$ cat src/rtl/snake_input_decoder_if.sv
// Button-to-direction bus between the board-side decoder and the game controller.
// Carries game control inputs and the registered direction, pending and debug outputs.
// No flow control: every output is a level or a single-cycle pulse.
interface snake_input_decoder_if;
   logic       i_clear;
   logic       i_enable;
   logic       i_step;
   logic [3:0] i_buttons;
   logic [1:0] o_direction;
   logic       o_pending_valid;
   logic [1:0] o_pending_dir;
   logic       o_accepted;
   logic       o_rejected;
   logic [1:0] o_db_state;

   // Game controller side: drives control and buttons, reads direction.
   modport master (
      output i_clear, i_enable, i_step, i_buttons,
      input  o_direction, o_pending_valid, o_pending_dir,
      input  o_accepted, o_rejected, o_db_state
   );

   // Decoder side.
   modport slave (
      input  i_clear, i_enable, i_step, i_buttons,
      output o_direction, o_pending_valid, o_pending_dir,
      output o_accepted, o_rejected, o_db_state
   );
endinterface

$ cat src/rtl/snake_input_decoder.sv
// Synchronises, debounces and filters raw buttons into a pending/committed snake direction.
// Latency: button level change to accepted/rejected pulse is DEBOUNCE_CYCLES+3 edges.
// No backpressure: pulses are single-cycle, the pending slot is simply overwritten.
module snake_input_decoder #(
   parameter int         DEBOUNCE_CYCLES = 4,
   parameter logic [1:0] INIT_DIR        = 2'b00
) (
   input  logic                   i_clock,
   input  logic                   i_restart_n,
   snake_input_decoder_if.slave   bus
);

   localparam int             CW       = (DEBOUNCE_CYCLES > 2) ? $clog2(DEBOUNCE_CYCLES) : 1;
   localparam logic [CW-1:0]  CNT_LAST = CW'(DEBOUNCE_CYCLES - 1);
   localparam logic [CW-1:0]  CNT_LOAD = CW'(DEBOUNCE_CYCLES - 2);

   typedef enum logic [1:0] {
      ST_IDLE    = 2'd0,
      ST_ARMED   = 2'd1,
      ST_PENDING = 2'd2
   } state_t;

   logic [3:0]    r_sync1, r_sync2;
   logic [3:0]    r_cand, r_stable, r_stable_d;
   logic [CW-1:0] r_cnt;

   state_t        r_state;
   logic [1:0]    r_direction;
   logic          r_pend_vld;
   logic [1:0]    r_pend_dir;
   logic          r_accepted;
   logic          r_rejected;

   state_t        w_state_nxt;
   logic [1:0]    w_direction_nxt;
   logic          w_pend_vld_nxt;
   logic [1:0]    w_pend_dir_nxt;
   logic          w_accepted_nxt;
   logic          w_rejected_nxt;

   logic [3:0]    w_rise;
   logic          w_press_vld;
   logic [1:0]    w_press_dir;
   logic [1:0]    w_ref_dir;
   logic          w_is_rev;
   logic          w_is_same;
   logic          w_step_commit;

   // Two-flop synchroniser for the asynchronous button bus.
   always_ff @(posedge i_clock or negedge i_restart_n) begin
      if (!i_restart_n) begin
         r_sync1 <= 4'b0;
         r_sync2 <= 4'b0;
      end else begin
         r_sync1 <= bus.i_buttons;
         r_sync2 <= r_sync1;
      end
   end

   // Vector-wide debouncer; stable loads on the same edge the count saturates,
   // so a held change reaches stable exactly DEBOUNCE_CYCLES+2 edges after it appears.
   always_ff @(posedge i_clock or negedge i_restart_n) begin
      if (!i_restart_n) begin
         r_cand     <= 4'b0;
         r_cnt      <= '0;
         r_stable   <= 4'b0;
         r_stable_d <= 4'b0;
      end else begin
         r_stable_d <= r_stable;
         if (r_sync2 != r_cand) begin
            r_cand <= r_sync2;
            r_cnt  <= '0;
         end else if (r_cnt < CNT_LAST) begin
            r_cnt <= r_cnt + CW'(1);
            if (r_cnt == CNT_LOAD) begin
               r_stable <= r_cand;
            end
         end else begin
            r_stable <= r_cand;
         end
      end
   end

   // A press counts only when a single button rose and no other button is held.
   assign w_rise      = r_stable & ~r_stable_d;
   assign w_press_vld = $onehot(w_rise) && $onehot(r_stable);

   // Encode the rising button index as a direction code.
   always_comb begin
      w_press_dir = 2'b11;
      case (w_rise)
         4'b0001: w_press_dir = 2'b00;
         4'b0010: w_press_dir = 2'b01;
         4'b0100: w_press_dir = 2'b10;
         default: w_press_dir = 2'b11;
      endcase
   end

   // A step in the same cycle commits first, so the press is judged against the new heading.
   assign w_step_commit = bus.i_step && r_pend_vld;
   assign w_ref_dir     = w_step_commit ? r_pend_dir : r_direction;
   assign w_is_rev      = (w_press_dir == (w_ref_dir ^ 2'b01));
   assign w_is_same     = (w_press_dir == w_ref_dir);

   // State and registered outputs.
   always_ff @(posedge i_clock or negedge i_restart_n) begin
      if (!i_restart_n) begin
         r_state     <= ST_IDLE;
         r_direction <= INIT_DIR;
         r_pend_vld  <= 1'b0;
         r_pend_dir  <= 2'b00;
         r_accepted  <= 1'b0;
         r_rejected  <= 1'b0;
      end else begin
         r_state     <= w_state_nxt;
         r_direction <= w_direction_nxt;
         r_pend_vld  <= w_pend_vld_nxt;
         r_pend_dir  <= w_pend_dir_nxt;
         r_accepted  <= w_accepted_nxt;
         r_rejected  <= w_rejected_nxt;
      end
   end

   // Next-state: clear and pause dominate, otherwise track whether a direction is pending.
   always_comb begin
      w_state_nxt = r_state;
      if (bus.i_clear || !bus.i_enable) begin
         w_state_nxt = ST_IDLE;
      end else if (r_state == ST_IDLE) begin
         w_state_nxt = ST_ARMED;
      end else if (w_press_vld && !w_is_rev) begin
         w_state_nxt = w_is_same ? ST_ARMED : ST_PENDING;
      end else if (bus.i_step && (r_state == ST_PENDING)) begin
         w_state_nxt = ST_ARMED;
      end
   end

   // Output/datapath next values: commit on step, then evaluate any press.
   always_comb begin
      w_direction_nxt = r_direction;
      w_pend_vld_nxt  = r_pend_vld;
      w_pend_dir_nxt  = r_pend_dir;
      w_accepted_nxt  = 1'b0;
      w_rejected_nxt  = 1'b0;
      if (bus.i_clear) begin
         w_direction_nxt = INIT_DIR;
         w_pend_vld_nxt  = 1'b0;
         w_pend_dir_nxt  = 2'b00;
      end else if (!bus.i_enable) begin
         w_pend_vld_nxt  = 1'b0;
         w_pend_dir_nxt  = 2'b00;
      end else if (r_state != ST_IDLE) begin
         if (w_step_commit) begin
            w_direction_nxt = r_pend_dir;
            w_pend_vld_nxt  = 1'b0;
         end
         if (w_press_vld) begin
            if (w_is_rev) begin
               w_rejected_nxt = 1'b1;
            end else if (w_is_same) begin
               w_pend_vld_nxt = 1'b0;
            end else begin
               w_pend_dir_nxt = w_press_dir;
               w_pend_vld_nxt = 1'b1;
               w_accepted_nxt = 1'b1;
            end
         end
      end
   end

   assign bus.o_direction     = r_direction;
   assign bus.o_pending_valid = r_pend_vld;
   assign bus.o_pending_dir   = r_pend_dir;
   assign bus.o_accepted      = r_accepted;
   assign bus.o_rejected      = r_rejected;
   assign bus.o_db_state      = r_state;

endmodule

$ cat src/flat_wrapper.sv
// flat-port wrapper written by rule: the top's interface ports become plain ports
module snake_input_decoder_flat 
#(
   parameter int         DEBOUNCE_CYCLES = 4,
   parameter logic [1:0] INIT_DIR        = 2'b00
)
  (i_clock, i_restart_n, bus_i_clear, bus_i_enable, bus_i_step, bus_i_buttons, bus_o_direction, bus_o_pending_valid, bus_o_pending_dir, bus_o_accepted, bus_o_rejected, bus_o_db_state);
  snake_input_decoder_if bus_i ();
  input  logic i_clock;
  input  logic i_restart_n;
  input wire logic [$bits(bus_i.i_clear)-1:0] bus_i_clear;
  input wire logic [$bits(bus_i.i_enable)-1:0] bus_i_enable;
  input wire logic [$bits(bus_i.i_step)-1:0] bus_i_step;
  input wire logic [$bits(bus_i.i_buttons)-1:0] bus_i_buttons;
  output wire logic [$bits(bus_i.o_direction)-1:0] bus_o_direction;
  output wire logic [$bits(bus_i.o_pending_valid)-1:0] bus_o_pending_valid;
  output wire logic [$bits(bus_i.o_pending_dir)-1:0] bus_o_pending_dir;
  output wire logic [$bits(bus_i.o_accepted)-1:0] bus_o_accepted;
  output wire logic [$bits(bus_i.o_rejected)-1:0] bus_o_rejected;
  output wire logic [$bits(bus_i.o_db_state)-1:0] bus_o_db_state;
  assign bus_i.i_clear = bus_i_clear;
  assign bus_i.i_enable = bus_i_enable;
  assign bus_i.i_step = bus_i_step;
  assign bus_i.i_buttons = bus_i_buttons;
  assign bus_o_direction = bus_i.o_direction;
  assign bus_o_pending_valid = bus_i.o_pending_valid;
  assign bus_o_pending_dir = bus_i.o_pending_dir;
  assign bus_o_accepted = bus_i.o_accepted;
  assign bus_o_rejected = bus_i.o_rejected;
  assign bus_o_db_state = bus_i.o_db_state;
  snake_input_decoder #(.DEBOUNCE_CYCLES(DEBOUNCE_CYCLES), .INIT_DIR(INIT_DIR)) u_core (.i_clock(i_clock), .i_restart_n(i_restart_n), .bus(bus_i));
endmodule
$ cat config.mk
export PLATFORM = sky130hd
export DESIGN_NAME = snake_input_decoder_flat
export DESIGN_NICKNAME = d
export VERILOG_FILES = /design/src/rtl/snake_input_decoder_if.sv /design/src/rtl/snake_input_decoder.sv /design/src/flat_wrapper.sv
export SDC_FILE = /design/constraint.sdc
export NUM_CORES = 1
export LEC_CHECK = 0
export ABC_AREA = 1
export BUFFER_PORTS_ARGS = -buffer_cell sky130_fd_sc_hd__buf_2
export CAP_MARGIN = 20
export CORE_MARGIN = 10
export CORE_UTILIZATION = 40
export CTS_CLUSTER_DIAMETER = 150
export CTS_CLUSTER_SIZE = 25
export DETAILED_ROUTE_END_ITERATION = 8
export PLACE_DENSITY = 0.59
export SYNTH_ARGS = -nofsm -noshare
export SYNTH_HDL_FRONTEND = slang
export SYNTH_SLANG_ARGS = --single-unit
$ cat constraint.sdc
create_clock -name i_clock -period 2.5 [get_ports i_clock]
set_input_delay 0.25 -clock i_clock [delete_from_list [all_inputs] [get_ports i_clock]]
set_output_delay 0.25 -clock i_clock [all_outputs]
set_load 0.005 [all_outputs]
==> results.txt <==
----------------------------------------------------
[Run status]
  Status ... finished with violations
  Violations in the final reports ... negative hold slack, negative setup slack

[Worst setup path]
  Startpoint of the worst-slack reg-to-reg timing path ... u_core.r_stable[3]
  Data arrival, critical path ... 2680 ps
  Capturing element type of the critical path ... flop
  Maximum fanout along the worst path ... 4
  Worst reg-to-reg path cell count ... 15
  Critical Path Source ... u_core.r_stable[3]
  Data required, critical path ... 2670 ps
  Crit path kind ... reg -> reg
  Category of the worst setup path launch point ... flop

[Die]
  Initial Utilization ... 41.52%
  IO Pins ... 18
  Die outline height ... 81.88 um
  Die outline area ... 6704 um^2
  DIE WIDTH ... 81.88 um
  Std cell rows ... 22
  Area of the core ... 3689 um^2

[Clocking]
  Clock network latency to the later pin of the worst-skew pair ... 280 ps
  TritonCTS Buffers ... 5
  Clk Tree Root Cell ... sky130_fd_sc_hd__clkbuf_8
  Clock-pin slew of the registers on the worst-case setup and hold paths ... 70 ps
  H-tree levels ... 2
  Hold buffer count at CTS ... 0
  Clock sinks ... 31
  Max Root-Sink Buffers ... 2
  Clock tree from TritonCTS ... yes

[Timing]
  Clock tree skew after final layout ... 5.544 ps
  Post-Route Hold Slack ... -2.937 ps
  Final critical path time including I/O delays and setup ... between 2000 and 3000 ps
  Final number of setup-violating endpoints ... 2
  RSZ-0062 raised after global routing ... yes
  Max Freq ... ~400 MHz
  Number of hold violations in the final report ... 5
  Number of max-slew violations in the final report ... 0
  Final worst-path setup slack ... -5.949 ps
  Relative slew margins ... a little over half
  Period Utilization, post-route ... 100.2%
  Slew at the pin closest to its max-slew limit ... 678.1 ps

[Global routing]
  Number of antenna violations at the first check in global routing ... 0
  Overall fraction of global-route tracks in use ... 8.721%
  Vias in the first global route ... around 1000
  Wire length of the first global-routing pass ... 4464 um
  Maximum number of pins on one net before global-route repair ... 32
  Total grt overflow ... 0

[Power and ir drop]
  Peak supply drop ... between 0.3 and 0.4 mV
  Leak pwr ... around 0.94 nW
  Power density of the placed cells ... 529.2 nW/um^2
  Post-layout power ... 0.9845 mW

[Final layout]
  Layout cells sized above 1 ... 34.44%
  Diode insertion count for antenna repair ... 0
  Utilization after layout ... 50.44%
  Area of all placed cells without fillers ... approximately 1900 um^2
  Net count, final ... 203
  Post-route insts no fill ... 228
  Layout Area Growth over Synthesis ... 21.49%

[Detailed routing]
  Remaining antenna violation count after routing ... 0
  Total number of vias ... 1051
  Detail-routed net length per standard cell ... 11.93 um
  1st-pass router iterations ... 4
  Via count normalized by instance count ... about 4.6
  Drt total wl ... ~2700 um
  Residual DRC ... 0
  DRC violation total after the first TritonRoute iteration ... 41

[Worst hold path]
  Type of the tightest min-delay check ... in -> async

[Placement]
  Number of cells after detailed placement ... ~220
  Detailed placement HPWL ... ~2100 um
  Weighted congestion at the end of routability-driven global placement ... 0.8583
  Number of port buffers ... 17
  Total placed instance area ... 1662 um^2

[Synth]
  Warning count from the yosys run ... 0
  Number of nets in the synthesized netlist ... 179
  Distinct cells, synth ... 24
  Synth Register Bits ... 31
  Sequential share of the synthesized area ... 50.65%
  Mapped Area ... 1531 um^2
  Synthesized instance count ... 155
  Syn Area/Cell ... between 9 and 10 um^2

[Run]
  Max Cap Violations ... 0

----------------------------------------------------
-- logic make-up after synthesis --
group | synth area share [%]
and+or+nand+nor | 23.86
DFF | 50.65
buffers and inverters | 6.127
adders and majority gates | 13.24
AOI/OAI and AO/OA | 3.268
xor gates and xnor gates | 2.859
-- power by group --
group | internal (mW) | total [mW] | switching [mW]
sequential | 0.516 | 0.526 | 0.00990
combinational | 0.0240 | 0.0622 | 0.0382
clock | 0.198 | 0.397 | 0.198
-- flip-flops by register name, summed over array words and instances (netlist names) --
name                        count
u_core.bus.o_accepted           1
u_core.r_sync2                  4
u_core.r_cand                   4
u_core.bus.o_direction          2
u_core.r_stable_d               4
u_core.bus.o_db_state           2
u_core.bus.o_pending_dir        2
u_core.bus.o_pending_valid      1
u_core.r_cnt                    2
u_core.bus.o_rejected           1
u_core.r_sync1                  4
u_core.r_stable                 4
-- layout make-up --
| type | count | area (um^2) |
|---|---|---|
| fillers | 348 | 1828 |
| flip-flops and latches | 31 | 775.7 |
| multi-input cells | 99 | 737.0 |
| repair buffers | 21 | 115.1 |
| inverters | 21 | 78.83 |
| clock buffers | 5 | 68.82 |
| well taps | 48 | 60.06 |
| clock inverters | 3 | 25.02 |
-- synthesized netlist by cell type --
library cell | instances | area, um^2
sky130_fd_sc_hd__nand2_2 | 5 | 31.28
sky130_fd_sc_hd__xor2_1 | 1 | 8.760
sky130_fd_sc_hd__nand4_1 | 3 | 18.77
sky130_fd_sc_hd__a21oi_1 | 2 | 10.01
sky130_fd_sc_hd__nor2_8 | 1 | 20.02
sky130_fd_sc_hd__nand3b_1 | 1 | 7.510
sky130_fd_sc_hd__nand2_1 | 31 | 116.4
sky130_fd_sc_hd__nor2_4 | 2 | 22.52
sky130_fd_sc_hd__ha_1 | 13 | 162.7
sky130_fd_sc_hd__nor2_1 | 9 | 33.78
sky130_fd_sc_hd__clkbuf_1 | 4 | 15.01
sky130_fd_sc_hd__o21bai_1 | 1 | 7.510
sky130_fd_sc_hd__o21ai_0 | 4 | 20.02
sky130_fd_sc_hd__inv_1 | 19 | 71.32
sky130_fd_sc_hd__or2_0 | 1 | 6.260
sky130_fd_sc_hd__nand2_4 | 1 | 11.26
sky130_fd_sc_hd__dfrtp_1 | 31 | 775.7
sky130_fd_sc_hd__nand3_1 | 11 | 55.05
sky130_fd_sc_hd__xnor2_1 | 4 | 35.03
sky130_fd_sc_hd__fa_1 | 2 | 40.04
sky130_fd_sc_hd__nor2_2 | 4 | 25.02
sky130_fd_sc_hd__o22ai_1 | 2 | 12.51
sky130_fd_sc_hd__nand3_4 | 1 | 17.52
sky130_fd_sc_hd__inv_2 | 2 | 7.510
-- final timing paths --
kind                                          endpoint  slack [ps]
setup / recovery           u_core.bus.o_pending_dir[1]          -6
hold / removal                       u_core.r_sync1[1]          -3
setup reg to reg           u_core.bus.o_pending_dir[1]          -6
hold reg to reg                      u_core.r_sync2[1]         350
max in group asynchronous   u_core.bus.o_pending_valid        2060
min in group i_clock                 u_core.r_sync1[2]          70
-- layer usage --
layer | track usage [%] | share of wire [%] | vias to the layer above
li1 | - | - | 532
met1 | 10.27 | 44 | 499
met2 | 13.09 | 49 | 15
met3 | 4.258 | 4.9 | 5
met4 | 4.082 | 1.5 | 0
met5 | 0 | 0 | -
-- worst max-delay path: stages (launching register included) --
cell	delay, ps
sky130_fd_sc_hd__dfrtp_1	380
sky130_fd_sc_hd__inv_2	60
sky130_fd_sc_hd__nor2_4	130
sky130_fd_sc_hd__inv_2	70
sky130_fd_sc_hd__ha_4	260
sky130_fd_sc_hd__inv_2	40
sky130_fd_sc_hd__ha_4	150
sky130_fd_sc_hd__fa_1	470
sky130_fd_sc_hd__nor2_2	110
sky130_fd_sc_hd__nand3_2	100
sky130_fd_sc_hd__nor2_4	180
sky130_fd_sc_hd__nand3_4	100
sky130_fd_sc_hd__nor2_4	180
sky130_fd_sc_hd__nor2_4	60
sky130_fd_sc_hd__nand2_1	50
sky130_fd_sc_hd__nand2_1	50
-- per-stage QoR --
step	setup slack [ps]	hold slack, ps	setup TNS [ps]
after detailed placement	8.360	328.6	0
final	-5.949	-2.937	-7.176
after global routing	-153.0	34.01	-746.1
after CTS	7.255	12.29	0
after floorplan	167.3	-45.59	0
after global placement	74.82	326.7	0
-- cell usage in the layout (no fill, tap or decap), types with 3 or more instances in the layout --
cell type / synthesis / layout
sky130_fd_sc_hd__buf_2: 0 / 17
sky130_fd_sc_hd__nand2_2: 5 / 5
sky130_fd_sc_hd__nand2_1: 31 / 31
sky130_fd_sc_hd__nor2_4: 2 / 5
sky130_fd_sc_hd__nor2_2: 4 / 6
sky130_fd_sc_hd__nor2_1: 9 / 4
sky130_fd_sc_hd__ha_1: 13 / 10
sky130_fd_sc_hd__nand3_1: 11 / 9
sky130_fd_sc_hd__xnor2_1: 4 / 4
sky130_fd_sc_hd__ha_4: 0 / 3
sky130_fd_sc_hd__buf_4: 0 / 4
sky130_fd_sc_hd__dfrtp_1: 31 / 31
sky130_fd_sc_hd__nand4_1: 3 / 3
sky130_fd_sc_hd__o21ai_0: 4 / 4
sky130_fd_sc_hd__inv_2: 2 / 9
sky130_fd_sc_hd__inv_1: 19 / 12
sky130_fd_sc_hd__clkbuf_8: 0 / 5
-- timing repair --
item                       CTS  global route
buffers inserted             0             4
cloned                       0             0
gates resized for setup      1            20
hold endpoints to repair     0             0
pin swaps                    0            14
setup endpoints to repair    2             6
(Power assumes the default switching activity.)
